`src/rtl/game_pkg.sv`:
```
// Shared definitions for the factorisation game: game FSM state codes, digit width
// and the helper that tells whether a state wipes the answer digits.
package game_pkg;

  localparam int unsigned DIGIT_W = 4;

  typedef enum logic [3:0] {
    ST_READY    = 4'b0010,
    ST_QUESTION = 4'b0011,
    ST_INPUT    = 4'b0100,
    ST_DRAW     = 4'b0110,
    ST_WRONG    = 4'b0111,
    ST_GOOD     = 4'b1000,
    ST_OUCH     = 4'b1001,
    ST_WIN      = 4'b1010,
    ST_LOSE     = 4'b1011
  } state_e;

  // States in which an answer under construction is discarded
  function automatic logic is_clear_state(input logic [3:0] state);
    case (state)
      ST_DRAW, ST_WRONG, ST_GOOD, ST_OUCH, ST_WIN, ST_LOSE: return 1'b1;
      default: return 1'b0;
    endcase
  endfunction

endpackage

```
`src/rtl/answer_entry_if.sv`:
```
// Button/question inputs and display/judge outputs of the answer-entry unit.
// DIGIT_DOWN_EN adds the DOWN direction input.
interface answer_entry_if
  import game_pkg::*;
#(
  parameter int unsigned N_DIGITS = 3,
  parameter int unsigned Q_DIGITS = 3,
  parameter int unsigned Q_WIDTH  = 24
);

  logic [3:0]                  STATE;
  logic [Q_WIDTH-1:0]          QUESTION;
  logic [N_DIGITS-1:0]         SEL;
  logic                        DEC;
  logic                        CLR;
`ifdef DIGIT_DOWN_EN
  logic                        DOWN;
`endif
  logic [DIGIT_W*N_DIGITS-1:0] SEG;
  logic [DIGIT_W*Q_DIGITS-1:0] SEG_Q;
  logic [DIGIT_W*N_DIGITS-1:0] COUNT_OUT;
  logic                        ANS_VALID;
  logic                        QUE_OK;
  logic                        LED;

  modport master (
    output STATE, QUESTION, SEL, DEC, CLR,
`ifdef DIGIT_DOWN_EN
    output DOWN,
`endif
    input  SEG, SEG_Q, COUNT_OUT, ANS_VALID, QUE_OK, LED
  );

  modport slave (
    input  STATE, QUESTION, SEL, DEC, CLR,
`ifdef DIGIT_DOWN_EN
    input  DOWN,
`endif
    output SEG, SEG_Q, COUNT_OUT, ANS_VALID, QUE_OK, LED
  );

endinterface

```
`src/rtl/answer_entry_digit_counter.sv`:
```
// One answer digit: 0 means unset, otherwise cycles MIN..MAX in either direction.
module digit_counter
  import game_pkg::*;
#(
  parameter int unsigned MIN = 1,
  parameter int unsigned MAX = 9
) (
  input  logic               CLK,
  input  logic               RST,
  input  logic               inc,
  input  logic               dec_dir,
  input  logic               clr,
  output logic [DIGIT_W-1:0] value
);

  localparam logic [DIGIT_W-1:0] V_MIN = DIGIT_W'(MIN);
  localparam logic [DIGIT_W-1:0] V_MAX = DIGIT_W'(MAX);

  logic [DIGIT_W-1:0] value_nxt;

  // Unset digits enter the range at the end the step direction points away from
  always_comb begin
    value_nxt = value;
    if (clr) begin
      value_nxt = '0;
    end else if (inc) begin
      if (dec_dir) begin
        value_nxt = (value == '0 || value == V_MIN) ? V_MAX : value - DIGIT_W'(1);
      end else begin
        value_nxt = (value == '0 || value == V_MAX) ? V_MIN : value + DIGIT_W'(1);
      end
    end
  end

  always_ff @(posedge CLK or posedge RST) begin
    if (RST) value <= '0;
    else     value <= value_nxt;
  end

endmodule

```
`src/rtl/answer_entry.sv`:
```
// Answer-entry unit: button edge detect, question capture/display and answer commit.
// Build option DIGIT_DOWN_EN: DOWN input makes SEL edges decrement.
module answer_entry
  import game_pkg::*;
#(
  parameter int unsigned N_DIGITS  = 3,
  parameter int unsigned Q_DIGITS  = 3,
  parameter int unsigned Q_WIDTH   = 24,
  parameter int unsigned DIGIT_MIN = 1,
  parameter int unsigned DIGIT_MAX = 9
) (
  input  logic           CLK,
  input  logic           RST,
  answer_entry_if.slave  bus
);

  localparam int unsigned AW = DIGIT_W * N_DIGITS;
  localparam int unsigned QW = DIGIT_W * Q_DIGITS;

  logic [N_DIGITS-1:0]              sel_d;
  logic                             dec_d;
  logic                             clr_d;
  logic [N_DIGITS-1:0]              sel_rise;
  logic                             dec_rise;
  logic                             clr_rise;
  logic                             in_input;
  logic                             q_cap;
  logic                             all_set;
  logic                             clr_digits;
  logic                             dir_down;
  logic [N_DIGITS-1:0]              inc_vec;
  logic [N_DIGITS-1:0][DIGIT_W-1:0] digit;

  logic [QW-1:0] q_r;
  logic [QW-1:0] seg_q_r;
  logic [AW-1:0] seg_r;
  logic [AW-1:0] count_r;
  logic          valid_r;
  logic          que_ok_r;
  logic          led_r;

  assign sel_rise = bus.SEL & ~sel_d;
  assign dec_rise = bus.DEC & ~dec_d;
  assign clr_rise = bus.CLR & ~clr_d;
  assign in_input = (bus.STATE == ST_INPUT);

  assign q_cap = ((bus.STATE == ST_READY) && (bus.QUESTION != '0)) ||
                 (bus.STATE == ST_QUESTION) || in_input || (bus.STATE == ST_WRONG);

`ifdef DIGIT_DOWN_EN
  assign dir_down = bus.DOWN;
`else
  assign dir_down = 1'b0;
`endif

  // A CLR edge beats every SEL edge in the same cycle
  assign clr_digits = (in_input && clr_rise) || is_clear_state(bus.STATE);
  assign inc_vec    = (in_input && !clr_rise) ? sel_rise : '0;

  always_comb begin
    all_set = 1'b1;
    for (int i = 0; i < int'(N_DIGITS); i++) begin
      if (digit[i] == '0) all_set = 1'b0;
    end
  end

  for (genvar g = 0; g < int'(N_DIGITS); g++) begin : g_digit
    digit_counter #(
      .MIN (DIGIT_MIN),
      .MAX (DIGIT_MAX)
    ) u_digit (
      .CLK     (CLK),
      .RST     (RST),
      .inc     (inc_vec[g]),
      .dec_dir (dir_down),
      .clr     (clr_digits),
      .value   (digit[g])
    );
  end

  // Commit samples the digits before this cycle's SEL/CLR update lands
  always_ff @(posedge CLK or posedge RST) begin
    if (RST) begin
      sel_d    <= '0;
      dec_d    <= 1'b0;
      clr_d    <= 1'b0;
      q_r      <= '0;
      seg_q_r  <= '0;
      seg_r    <= '0;
      count_r  <= '0;
      valid_r  <= 1'b0;
      que_ok_r <= 1'b0;
      led_r    <= 1'b0;
    end else begin
      sel_d    <= bus.SEL;
      dec_d    <= bus.DEC;
      clr_d    <= bus.CLR;
      q_r      <= q_cap ? bus.QUESTION[Q_WIDTH-1 -: QW] : '0;
      que_ok_r <= (q_r != '0);
      led_r    <= que_ok_r;
      seg_q_r  <= (bus.STATE == ST_QUESTION) ? q_r : '0;
      seg_r    <= in_input ? digit : '0;
      if (!in_input) begin
        count_r <= '0;
        valid_r <= 1'b0;
      end else begin
        valid_r <= dec_rise && all_set;
        if (dec_rise && all_set) count_r <= digit;
      end
    end
  end

  assign bus.SEG       = seg_r;
  assign bus.SEG_Q     = seg_q_r;
  assign bus.COUNT_OUT = count_r;
  assign bus.ANS_VALID = valid_r;
  assign bus.QUE_OK    = que_ok_r;
  assign bus.LED       = led_r;

endmodule
```
`src/flat_wrapper.sv`:
```
// flat-port wrapper written by rule: the top's interface ports become plain ports
module answer_entry_flat import game_pkg::*;
#(
  parameter int unsigned N_DIGITS  = 3,
  parameter int unsigned Q_DIGITS  = 3,
  parameter int unsigned Q_WIDTH   = 24,
  parameter int unsigned DIGIT_MIN = 1,
  parameter int unsigned DIGIT_MAX = 9
)
  (CLK, RST, bus_STATE, bus_QUESTION, bus_SEL, bus_DEC, bus_CLR, bus_SEG, bus_SEG_Q, bus_COUNT_OUT, bus_ANS_VALID, bus_QUE_OK, bus_LED);
  answer_entry_if #(.N_DIGITS(N_DIGITS), .Q_DIGITS(Q_DIGITS), .Q_WIDTH(Q_WIDTH)) bus_i ();
  input  logic CLK;
  input  logic RST;
  input wire logic [$bits(bus_i.STATE)-1:0] bus_STATE;
  input wire logic [$bits(bus_i.QUESTION)-1:0] bus_QUESTION;
  input wire logic [$bits(bus_i.SEL)-1:0] bus_SEL;
  input wire logic [$bits(bus_i.DEC)-1:0] bus_DEC;
  input wire logic [$bits(bus_i.CLR)-1:0] bus_CLR;
  output wire logic [$bits(bus_i.SEG)-1:0] bus_SEG;
  output wire logic [$bits(bus_i.SEG_Q)-1:0] bus_SEG_Q;
  output wire logic [$bits(bus_i.COUNT_OUT)-1:0] bus_COUNT_OUT;
  output wire logic [$bits(bus_i.ANS_VALID)-1:0] bus_ANS_VALID;
  output wire logic [$bits(bus_i.QUE_OK)-1:0] bus_QUE_OK;
  output wire logic [$bits(bus_i.LED)-1:0] bus_LED;
  assign bus_i.STATE = bus_STATE;
  assign bus_i.QUESTION = bus_QUESTION;
  assign bus_i.SEL = bus_SEL;
  assign bus_i.DEC = bus_DEC;
  assign bus_i.CLR = bus_CLR;
  assign bus_SEG = bus_i.SEG;
  assign bus_SEG_Q = bus_i.SEG_Q;
  assign bus_COUNT_OUT = bus_i.COUNT_OUT;
  assign bus_ANS_VALID = bus_i.ANS_VALID;
  assign bus_QUE_OK = bus_i.QUE_OK;
  assign bus_LED = bus_i.LED;
  answer_entry #(.N_DIGITS(N_DIGITS), .Q_DIGITS(Q_DIGITS), .Q_WIDTH(Q_WIDTH), .DIGIT_MIN(DIGIT_MIN), .DIGIT_MAX(DIGIT_MAX)) u_core (.CLK(CLK), .RST(RST), .bus(bus_i));
endmodule
```
`config.mk`:
```
export PLATFORM = sky130hd
export DESIGN_NAME = answer_entry_flat
export DESIGN_NICKNAME = d
export VERILOG_FILES = /design/src/rtl/game_pkg.sv /design/src/rtl/answer_entry_if.sv /design/src/rtl/answer_entry_digit_counter.sv /design/src/rtl/answer_entry.sv /design/src/flat_wrapper.sv
export SDC_FILE = /design/constraint.sdc
export NUM_CORES = 1
export LEC_CHECK = 0
export CAP_MARGIN = 25
export CELL_PAD_IN_SITES_DETAIL_PLACEMENT = 1
export CELL_PAD_IN_SITES_GLOBAL_PLACEMENT = 2
export CORE_AREA = 2 2 87 89
export DETAILED_ROUTE_END_ITERATION = 12
export DIE_AREA = 0 0 89 91
export DONT_BUFFER_PORTS = 1
export PLACE_DENSITY_LB_ADDON = 0.1
export SLEW_MARGIN = 15
export SYNTH_ARGS = -nofsm -noshare
export SYNTH_HDL_FRONTEND = slang
export SYNTH_SLANG_ARGS = --single-unit
```
`constraint.sdc`:
```
create_clock -name CLK -period 2.45 [get_ports CLK]
set_input_delay 0.3675 -clock CLK [delete_from_list [all_inputs] [get_ports CLK]]
set_output_delay 0.3675 -clock CLK [all_outputs]
set_load 0.01 [all_outputs]
```
==> results.py, run 1 <==
metrics = {
    "run_status": {
        "status": "complete, no violations",
    },
    "global_route": {
        "grt_overflow": 0,
        "grt_pass1_vias": 1923,
        "grt_pass1_wl_mm": 9.79,
        "grt_max_degree": 69,
        "antenna_found_initial": 0,
        "grt_usage": 0.160,
    },
    "synth": {
        "synthTopCellsByCount": "68 x dfrtp_1, 14 x and2_1, 12 x a22o_1, 12 x and3_1, 10 x inv_1",
        "synth_area_leader_cell": "dfrtp_1",
        "async_flop_share": 1.00,
        "yosysMostFrequentCell": "dfrtp_1",
        "synth_flop_cell": "dfrtp_1",
        "synth_area_sq_um": 2760,
        "ys_seq_elements": 68,
        "synth_warnings": 0,
        "synthDistinctLibCells": 33,
        "syn-num-nets": 266,
        "yosysSeqAreaShare": 0.617,
        "syn_inst": 222,
        "avgSynthCellArea_sq_um": 12.4,
        "yosys-top-cells-area": "dfrtp_1 62%, ha_1 4.1%, a22o_1 3.8%",
        "synth-edff-count": 0,
        "synth_top_area_frac": 0.617,
    },
    "power": {
        "p_leak_nw": 1.43,
        "p_clk_frac": 0.428,
        "p_int_mw": 1.70,
        "finalPower_mw": 2.17,
        "combPwrFrac": 0.038,
        "pwr-share-seq": 0.535,
        "switchingPower_uw": 470,
        "p_per_area_nw_per_um2": 701,
        "vdd_drop_max_uv": 297,
        "netSwitchingFraction": 0.217,
    },
    "layout": {
        "area_delta_synth_final_pct": 12.3,
        "fillers": 771,
        "fin_area_sq_um": 3100,
        "antenna_cells": 0,
        "seq_area_sq_um": 1700,
        "nets": 275,
        "multi_input_area_sq_um": 991,
        "layout-drive-gt1-share": 0.114,
        "fin_cells": 335,
        "final_util": 0.434,
    },
    "timing": {
        "setup_tns_ps": 0,
        "rsz0062_at_grt": "false",
        "setup-violations-final": 0,
        "fin_ws_ps": 395,
        "finalHoldViolCount": 0,
        "layout_min_cycle_time_ps": 2060,
        "fin_crit_sh": 0.839,
        "fin_skew_ps": 11.3,
        "slew_violations": 0,
        "fmax_ghz": 0.487,
        "max-slew-margin-rel": 0.442,
        "holdWs_ps": 67.8,
        "tightestPinTransition_ps": 837,
    },
    "detailed_routing": {
        "initialDrtViolationCount": 68,
        "wl_mm": 6.05,
        "via_per_inst": 5.31,
        "wl_per_cell_um": 18.1,
        "drc": 0,
        "dr.pass1.iters": 5,
        "detail-route-antenna-nets": 0,
        "num_vias": 1778,
    },
    "floorplanning": {
        "die_y_um": 91,
        "num_rows": 31,
        "initial_utilization": 0.386,
        "die-area_sq_um": 8100,
        "coreArea_sq_um": 7140,
        "die_w_um": 89,
        "io_pins": 74,
    },
    "setup_path": {
        "path_max_fanout": 13,
        "crit_path_end_kind": "flip-flop",
        "worstPathRequired_ps": 2700,
        "critical_path_class": "flip-flop to flip-flop",
        "crit_arrival_ps": 2310,
        "critPathLaunchType": "flip-flop",
    },
    "clocking": {
        "clock_sinks": 68,
        "insertion_delay_ps": 330,
        "htreeDepth": 3,
        "post_cts_buffers": 0,
        "cts_root_buffer": "clkbuf_8",
        "cts_tree": "done",
        "cts_resized": 0,
        "cts_buffer_depth": 2,
        "clk_pin_slew_ps": 80,
        "cts_made_buffers": 9,
        "hold_buffers": 0,
    },
    "placement": {
        "port_buffers": 0,
        "hpwl_mm": 4.39,
        "dp_cells": 319,
        "place_congestion": 0.707,
        "pre_cts_slack_ps": 383,
        "postPlaceCellArea_sq_um": 2890,
    },
    "flow_run": {
        "cap_violations": 0,
    },
    "hold_path": {
        "hold_path.class": "primary input to flip-flop",
    },
}
placed cells by master (no fill, tap or decap), types with 2 or more instances in the layout:
| cell | count |
|---|---|
| or4_1 | 3 |
| nand4b_2 | 3 |
| a21boi_0 | 7 |
| a22o_1 | 12 |
| nand2b_1 | 3 |
| a32o_1 | 2 |
| and2_1 | 14 |
| clkbuf_1 | 2 |
| inv_1 | 9 |
| nor4_1 | 9 |
| mux2i_1 | 3 |
| clkbuf_8 | 11 |
| buf_4 | 5 |
| clkinvlp_4 | 2 |
| a21oi_1 | 4 |
| a22oi_1 | 2 |
| nor2_1 | 7 |
| dfrtp_1 | 68 |
| nand3_1 | 7 |
| a21boi_1 | 5 |
| nor2b_1 | 2 |
| nor3b_1 | 5 |
| nand2_1 | 9 |
| and3_1 | 12 |
| ha_1 | 9 |
| o21ai_0 | 4 |
| a211oi_1 | 3 |
| a31o_1 | 3 |
| or2_2 | 3 |
layer usage:
layer | part of all wire | vias to the layer above | GRT usage
met3 | 0.077 | 8 | 0.0527
li1 | - | 813 | -
met4 | 0.017 | 0 | 0.0634
met2 | 0.44 | 64 | 0.234
met1 | 0.47 | 893 | 0.219
met5 | 0 | - | 0
final timing paths:
kind	start	to	slack, ps	cells after the start
max	u_core.g_digit[0].u_digit.value[0]	u_core.bus.COUNT_OUT[6]	390	6
min	bus_DEC	u_core.dec_d	70	0
max reg2reg	u_core.g_digit[0].u_digit.value[0]	u_core.bus.COUNT_OUT[6]	390	6
min reg2reg	u_core.bus.QUE_OK	u_core.bus.LED	440	0
max in group asynchronous	RST	u_core.bus.COUNT_OUT[4]	1730	2
min in group asynchronous	RST	u_core.q_r[0]	160	2
worst max-delay path: stages, from the launching register on:
cell and delay [ps]:
dfrtp_1 460, inv_1 100, ha_1 220, nor3b_1 140, nor4_1 350, and2_1 490, a22o_1 230
flip-flops by register name (all words and copies together) (netlist names):
signal                        cells
u_core.bus.QUE_OK                 1
u_core.bus.SEG_Q                 12
u_core.g_digit.u_digit.value     12
u_core.bus.ANS_VALID              1
u_core.bus.COUNT_OUT             12
u_core.q_r                       12
u_core.bus.LED                    1
u_core.bus.SEG                   12
u_core.dec_d                      1
u_core.sel_d                      3
u_core.clr_d                      1
cell type report:
| type | count | share of cell area |
|---|---|---|
| Clock buffer | 13 | 0.0513 |
| Clock inverter | 3 | 0.0146 |
| Inverter | 10 | 0.0121 |
| Multi-Input combinational cell | 137 | 0.320 |
| Sequential cell | 68 | 0.550 |
| Tap cell | 99 | 0.0400 |
| Timing Repair Buffer | 5 | 0.0121 |
kinds of logic (layout without fill, tap and decap cells):
| group | after synthesis | in the layout | share of synthesized area |
|---|---|---|---|
| adders and majority gates | 9 | 9 | 0.0409 |
| muxes | 3 | 3 | 0.0109 |
| xor gates and xnor gates | 1 | 1 | 0.00318 |
| and+or+nand+nor | 80 | 80 | 0.184 |
| DFF | 68 | 68 | 0.617 |
| AOI/OAI and AO/OA | 44 | 44 | 0.121 |
| buffers and inverters | 17 | 31 | 0.0231 |
power groups by stage:
stage          clock network (mW)  logic [mW]  registers (mW)
2_1_floorplan                   0      0.0620            1.18
3_3_place_gp                    0      0.0804            1.18
3_5_place_dp                    0      0.0839            1.18
4_1_cts                     0.954      0.0841            1.16
5_1_grt                      1.01      0.0936            1.16
6_report                    0.927      0.0816            1.16
No activity file was read; power rests on OpenSTA's default activity.
==> run 2, diff against run 1 <==
clock period = 2.1 ns   (was 2.45 ns; I/O delays follow)
==> results.py, run 2 (synthesized netlist as in run 1, its figures left out) <==
metrics = {
    "global_route": {
        "grt_overflow": 0,
        "grt_usage": 0.165,
        "grt_max_degree": 43,
        "busiest_layer": "met2",
        "antenna_found_initial": 0,
        "grt_pass1_vias": 1946,
        "grtUsageMet3": 0.0491,
        "grt_pass1_wl_mm": 10.1,
        "use_met2": 0.243,
        "grtUsageMet1": 0.230,
    },
    "floorplanning": {
        "coreArea_sq_um": 7140,
        "num_rows": 31,
        "initial_utilization": 0.386,
        "io_pins": 74,
        "die-area_sq_um": 8100,
        "die_w_um": 89,
        "die_y_um": 91,
    },
    "power": {
        "p_leak_nw": 1.51,
        "vdd_drop_max_uv": 395,
        "finalPower_mw": 2.76,
        "p_per_area_nw_per_um2": 848,
    },
    "detailed_routing": {
        "initialDrtViolationCount": 64,
        "wl_per_cell_um": 17.6,
        "wl_mm": 6.10,
        "num_vias": 1841,
        "drc": 0,
        "dr.pass1.iters": 4,
        "via_per_inst": 5.32,
        "detail-route-antenna-nets": 0,
    },
    "clocking": {
        "cts_tree": "done",
        "clock_sinks": 68,
        "clk_pin_slew_ps": 80,
        "cts_buffer_depth": 2,
        "htreeDepth": 3,
        "cts_root_buffer": "clkbuf_8",
        "post_cts_buffers": 0,
        "cts_made_buffers": 9,
        "insertion_delay_ps": 330,
    },
    "timing": {
        "layout_min_cycle_time_ps": 1930,
        "fmax_ghz": 0.519,
        "fin_crit_sh": 0.918,
        "slew_violations": 0,
        "finalHoldViolCount": 0,
        "fin_skew_ps": 5.36,
        "setup-violations-final": 0,
        "rsz0062_at_grt": "false",
        "tightestPinTransition_ps": 565,
        "fin_ws_ps": 172,
        "max-slew-margin-rel": 0.622,
    },
    "setup_path": {
        "path_max_fanout": 12,
        "crit_arrival_ps": 2190,
        "critical_path_class": "flip-flop to flip-flop",
        "worstPathCellList": "inv_1, ha_1, nor3b_1, nor4_2, nor2b_2, a22o_1",
        "cpMaxStageDelayCell": "nor2b_2",
        "r2r_cells": 6,
        "critPathLaunchType": "flip-flop",
        "worstPathRequired_ps": 2370,
        "slowest_delay_ps": 480,
        "crit_path_end_kind": "flip-flop",
    },
    "layout": {
        "layout_common_cells": "68 x dfrtp_1, 14 x and2_1, 12 x and3_1, 12 x a22o_1",
        "final_common_cell": "dfrtp_1",
        "nets": 286,
        "layout-drive-gt1-share": 0.146,
        "area_delta_synth_final_pct": 18.2,
        "fillers": 775,
        "antenna_cells": 0,
    },
    "run_status": {
        "status": "complete, no violations",
    },
    "placement": {
        "port_buffers": 0,
        "hpwl_mm": 4.38,
        "pre_cts_slack_ps": -13.7,
        "place_congestion": 0.746,
    },
    "hold_path": {
        "hold_path.class": "primary input to flip-flop",
        "whs_path_depth": 1,
    },
    "flow_run": {
        "cap_violations": 0,
    },
}
-- run 2: cell count changes in the layout (fill, tap and decap cells not counted) --
cell,change
inv_6,+1
buf_4,+4
nor4_1,-1
clkbuf_1,-2
nor2b_2,+1
nor2b_1,-1
clkbuf_8,-2
clkinvlp_4,-1
nor4_2,+1
clkinv_4,+2
bufinv_16,+2
dlygate4sd3_1,+6
buf_12,+1
-- run 2: through the flow --
| stage | std cells | area (sq um) | utilization | TNS (ps) | hold slack, ps |
|---|---|---|---|---|---|
| global placement | 324 | 2940 | 0.412 | 0 | 271 |
| floorplan | 222 | 2760 | - | 0 | 346 |
| CTS | 346 | 3250 | 0.456 | 0 | 96.3 |
| finish | 346 | 3260 | 0.457 | 0 | 118 |
| detailed placement | 324 | 2940 | 0.412 | -67.1 | 289 |
| global route | 346 | 3260 | 0.457 | 0 | 98.2 |
-- run 2: cell type report --
class | instances | area, sq um | share of cell area
clock buffers | 9 | 124 | 0.0380
repair buffers | 16 | 148 | 0.0453
inverters | 10 | 37.5 | 0.0115
clock inverters | 7 | 124 | 0.0380
flip-flops and latches | 68 | 1700 | 0.522
well taps | 99 | 124 | 0.0380
multi-input cells | 137 | 1000 | 0.307
-- run 2: timing repair --
| action | CTS | global route |
|---|---|---|
| resized for setup | 1 | 1 |
| cloned | 0 | 0 |
| endpoints found under the setup margin | 12 | 7 |
| hold buffers | 6 | 0 |
| endpoints found under the hold margin | 31 | 0 |
-- run 2: path summary, 6_finish.rpt --
check	start	to	slack (ps)
min reg2reg	u_core.bus.QUE_OK	u_core.bus.LED	450
max	u_core.g_digit[0].u_digit.value[0]	u_core.bus.COUNT_OUT[0]	170
min in group asynchronous	RST	u_core.q_r[2]	490
max in group asynchronous	RST	u_core.dec_d	990
max reg2reg	u_core.g_digit[0].u_digit.value[0]	u_core.bus.COUNT_OUT[0]	170
min	bus_QUESTION[15]	u_core.q_r[3]	120
-- run 2: worst max-delay path: cells and delay by family, from the launching register on --
family                     cells  cell delay (ps)
and+or+nand+nor                3              880
DFF                            1              460
AOI/OAI and AO/OA              1              220
adders and majority gates      1              180
buffers and inverters          1              110
-- run 2: where the power goes --
part           total [mW]  internal, mW  switching, mW
Clock                1.30         0.796          0.504
Combinational       0.111        0.0433         0.0680
Sequential           1.35          1.33         0.0170
-- run 2: layer usage --
metal  share of wire  wire length [um]
met5               0                 0
met4           0.014                84
met3           0.057               346
met2            0.46              2800
met1            0.47              2870
==> run 3, diff against run 2 <==
CORE_AREA = 2 2 94 96   (was 2 2 87 89)
DIE_AREA = 0 0 96 98   (was 0 0 89 91)
SYNTH_HIERARCHICAL = 1   (was unset)
==> results.py, run 3 <==
metrics = {
    "floorplanning": {
        "num_rows": 34,
        "coreArea_sq_um": 8470,
        "die_w_um": 96,
        "initial_utilization": 0.386,
        "io_pins": 74,
        "die_y_um": 98,
        "die-area_sq_um": 9410,
    },
    "setup_path": {
        "path_max_fanout": 4,
        "crit_arrival_ps": 2070,
        "critPathLaunchType": "primary input",
        "worstPathRequired_ps": 2330,
        "crit_path_end_kind": "flip-flop",
        "critical_path_class": "primary input to flip-flop",
    },
    "clocking": {
        "cts_root_buffer": "clkbuf_8",
        "cts_made_buffers": 9,
        "insertion_delay_ps": 350,
        "clock_sinks": 68,
        "cts_buffer_depth": 2,
        "cts_resized": 0,
        "clk_pin_slew_ps": 80,
        "htreeDepth": 3,
        "cts_tree": "done",
    },
    "run_status": {
        "status": "complete, no violations",
    },
    "global_route": {
        "grt_usage": 0.188,
        "grt_overflow": 0,
        "use_met2": 0.299,
        "grtUsageMet3": 0.0664,
        "antenna_found_initial": 0,
        "grt_max_degree": 35,
        "grtUsageMet1": 0.236,
        "grt_pass1_wl_mm": 13.3,
        "grt_pass1_vias": 2582,
        "busiest_layer": "met2",
    },
    "layout": {
        "area_delta_synth_final_pct": 17.6,
        "nets": 388,
        "layout_common_cells": "68 x dfrtp_1, 26 x and2_1, 23 x buf_4",
        "layout-drive-gt1-share": 0.136,
        "fin_cells": 454,
        "final_common_cell": "dfrtp_1",
        "antenna_cells": 0,
    },
    "synth": {
        "synth_compound_gate_area_share": 0.135,
        "synthAdderAreaFrac": 0.0459,
        "synthDistinctLibCells": 54,
        "yosysMostFrequentCell": "dfrtp_1",
        "ys_seq_elements": 68,
        "synth-edff-count": 0,
        "yosysSeqAreaShare": 0.520,
        "syn_inst": 291,
        "synth_flop_cell": "dfrtp_1",
        "yosys-top-cells-area": "dfrtp_1 52%, and2_1 5.0%, ha_1 4.6%",
        "synth_top_family_by_area": "simple AND/OR/NAND/NOR gates",
        "synth_xor_area_frac": 0.0268,
        "synth_top_area_frac": 0.520,
        "avgSynthCellArea_sq_um": 11.2,
        "synthTopCellsByCount": "68 x dfrtp_1, 26 x and2_1, 22 x nor2b_1, 18 x inv_1",
        "synth_area_leader_cell": "dfrtp_1",
        "synth_warnings": 6,
        "async_flop_share": 1.00,
        "synth.area.mux_share": 0,
        "yosys.area_share.simple": 0.223,
        "synth_area_sq_um": 3270,
    },
    "flow_run": {
        "cap_violations": 0,
    },
    "placement": {
        "dp_cells": 432,
        "port_buffers": 0,
        "hpwl_mm": 5.72,
        "place_congestion": 0.779,
    },
    "timing": {
        "setup-violations-final": 0,
        "layout_min_cycle_time_ps": 1840,
        "finalHoldViolCount": 0,
        "tightestPinTransition_ps": 541,
        "fmax_ghz": 0.545,
        "slew_violations": 0,
        "fin_skew_ps": 7.87,
        "fin_crit_sh": 0.874,
        "setup_tns_ps": 0,
        "holdWs_ps": 92.9,
        "max-slew-margin-rel": 0.639,
        "rsz0062_at_grt": "false",
    },
    "detailed_routing": {
        "via_per_inst": 5.26,
        "num_vias": 2389,
        "initialDrtViolationCount": 73,
        "detail-route-antenna-nets": 0,
        "wl_mm": 8.01,
        "wl_per_cell_um": 17.6,
        "drc": 0,
        "dr.pass1.iters": 4,
    },
    "power": {
        "p_per_area_nw_per_um2": 691,
        "vdd_drop_max_uv": 276,
        "finalPower_mw": 2.66,
        "p_leak_nw": 1.80,
    },
    "hold_path": {
        "hold_path.class": "primary input to flip-flop",
    },
}
-- run 3: logic make-up after synthesis --
logic type	count (synthesis)
XOR/XNOR	10
other	1
flip-flops	68
AO/OA/AOI/OAI	56
AND/OR/NAND/NOR	115
adder cells (fa/ha/maj)	12
buffers and inverters	29
-- run 3: worst paths after layout --
kind | start | to | slack (ps) | cells past startpoint
setup / recovery | bus_STATE[1] | u_core/g_digit[2].u_digit/value[3] | 260 | 7
hold / removal | bus_QUESTION[17] | u_core/q_r[5] | 90 | 1
setup reg to reg | u_core/clr_d | u_core/g_digit[1].u_digit/value[3] | 310 | 8
hold reg to reg | u_core/bus.QUE_OK | u_core/bus.LED | 450 | 0
max in group asynchronous | RST | u_core/q_r[3] | 990 | 3
min in group asynchronous | RST | u_core/g_digit[2].u_digit/value[0] | 390 | 2
-- run 3: per-stage QoR --
step	setup slack (ps)	cell area (sq um)	utilization
2_1_floorplan	-129	3350	-
3_3_place_gp	39.3	3580	0.423
6_report	265	3850	0.455
5_1_grt	83.6	3850	0.455
4_1_cts	264	3850	0.455
3_5_place_dp	-114	3580	0.423
-- run 3: area by class of cell --
cell class	count	area [sq um]
inverters	18	67.6
repair buffers	30	253
clock buffers	9	124
multi-input cells	214	1490
fillers	940	4620
well taps	108	135
flip-flops and latches	68	1700
clock inverters	7	82.6
-- run 3: timing repair --
| action | in CTS | in global routing |
|---|---|---|
| endpoints found under the hold margin | 39 | 0 |
| hold buffers | 6 | 0 |
| buffers inserted | 0 | 0 |
-- run 3: power breakdown --
group	switching [mW]	total (mW)	internal, mW	leakage, nW
Sequential	0.0188	1.36	1.34	0.923
Clock	0.566	1.13	0.568	0.0988
Combinational	0.101	0.169	0.0674	0.776
-- run 3: layer usage --
layer	up-vias	part of all wire
li1	1114	-
met1	1194	0.42
met2	70	0.50
met3	11	0.065
met4	0	0.016
met5	-	0
-- run 3: worst max-delay path: stages --
cell	delay, ps
or3b_1	400
nor2_1	150
nand2_1	150
nor3b_1	390
nor2b_1	280
o21bai_1	100
a222oi_1	280
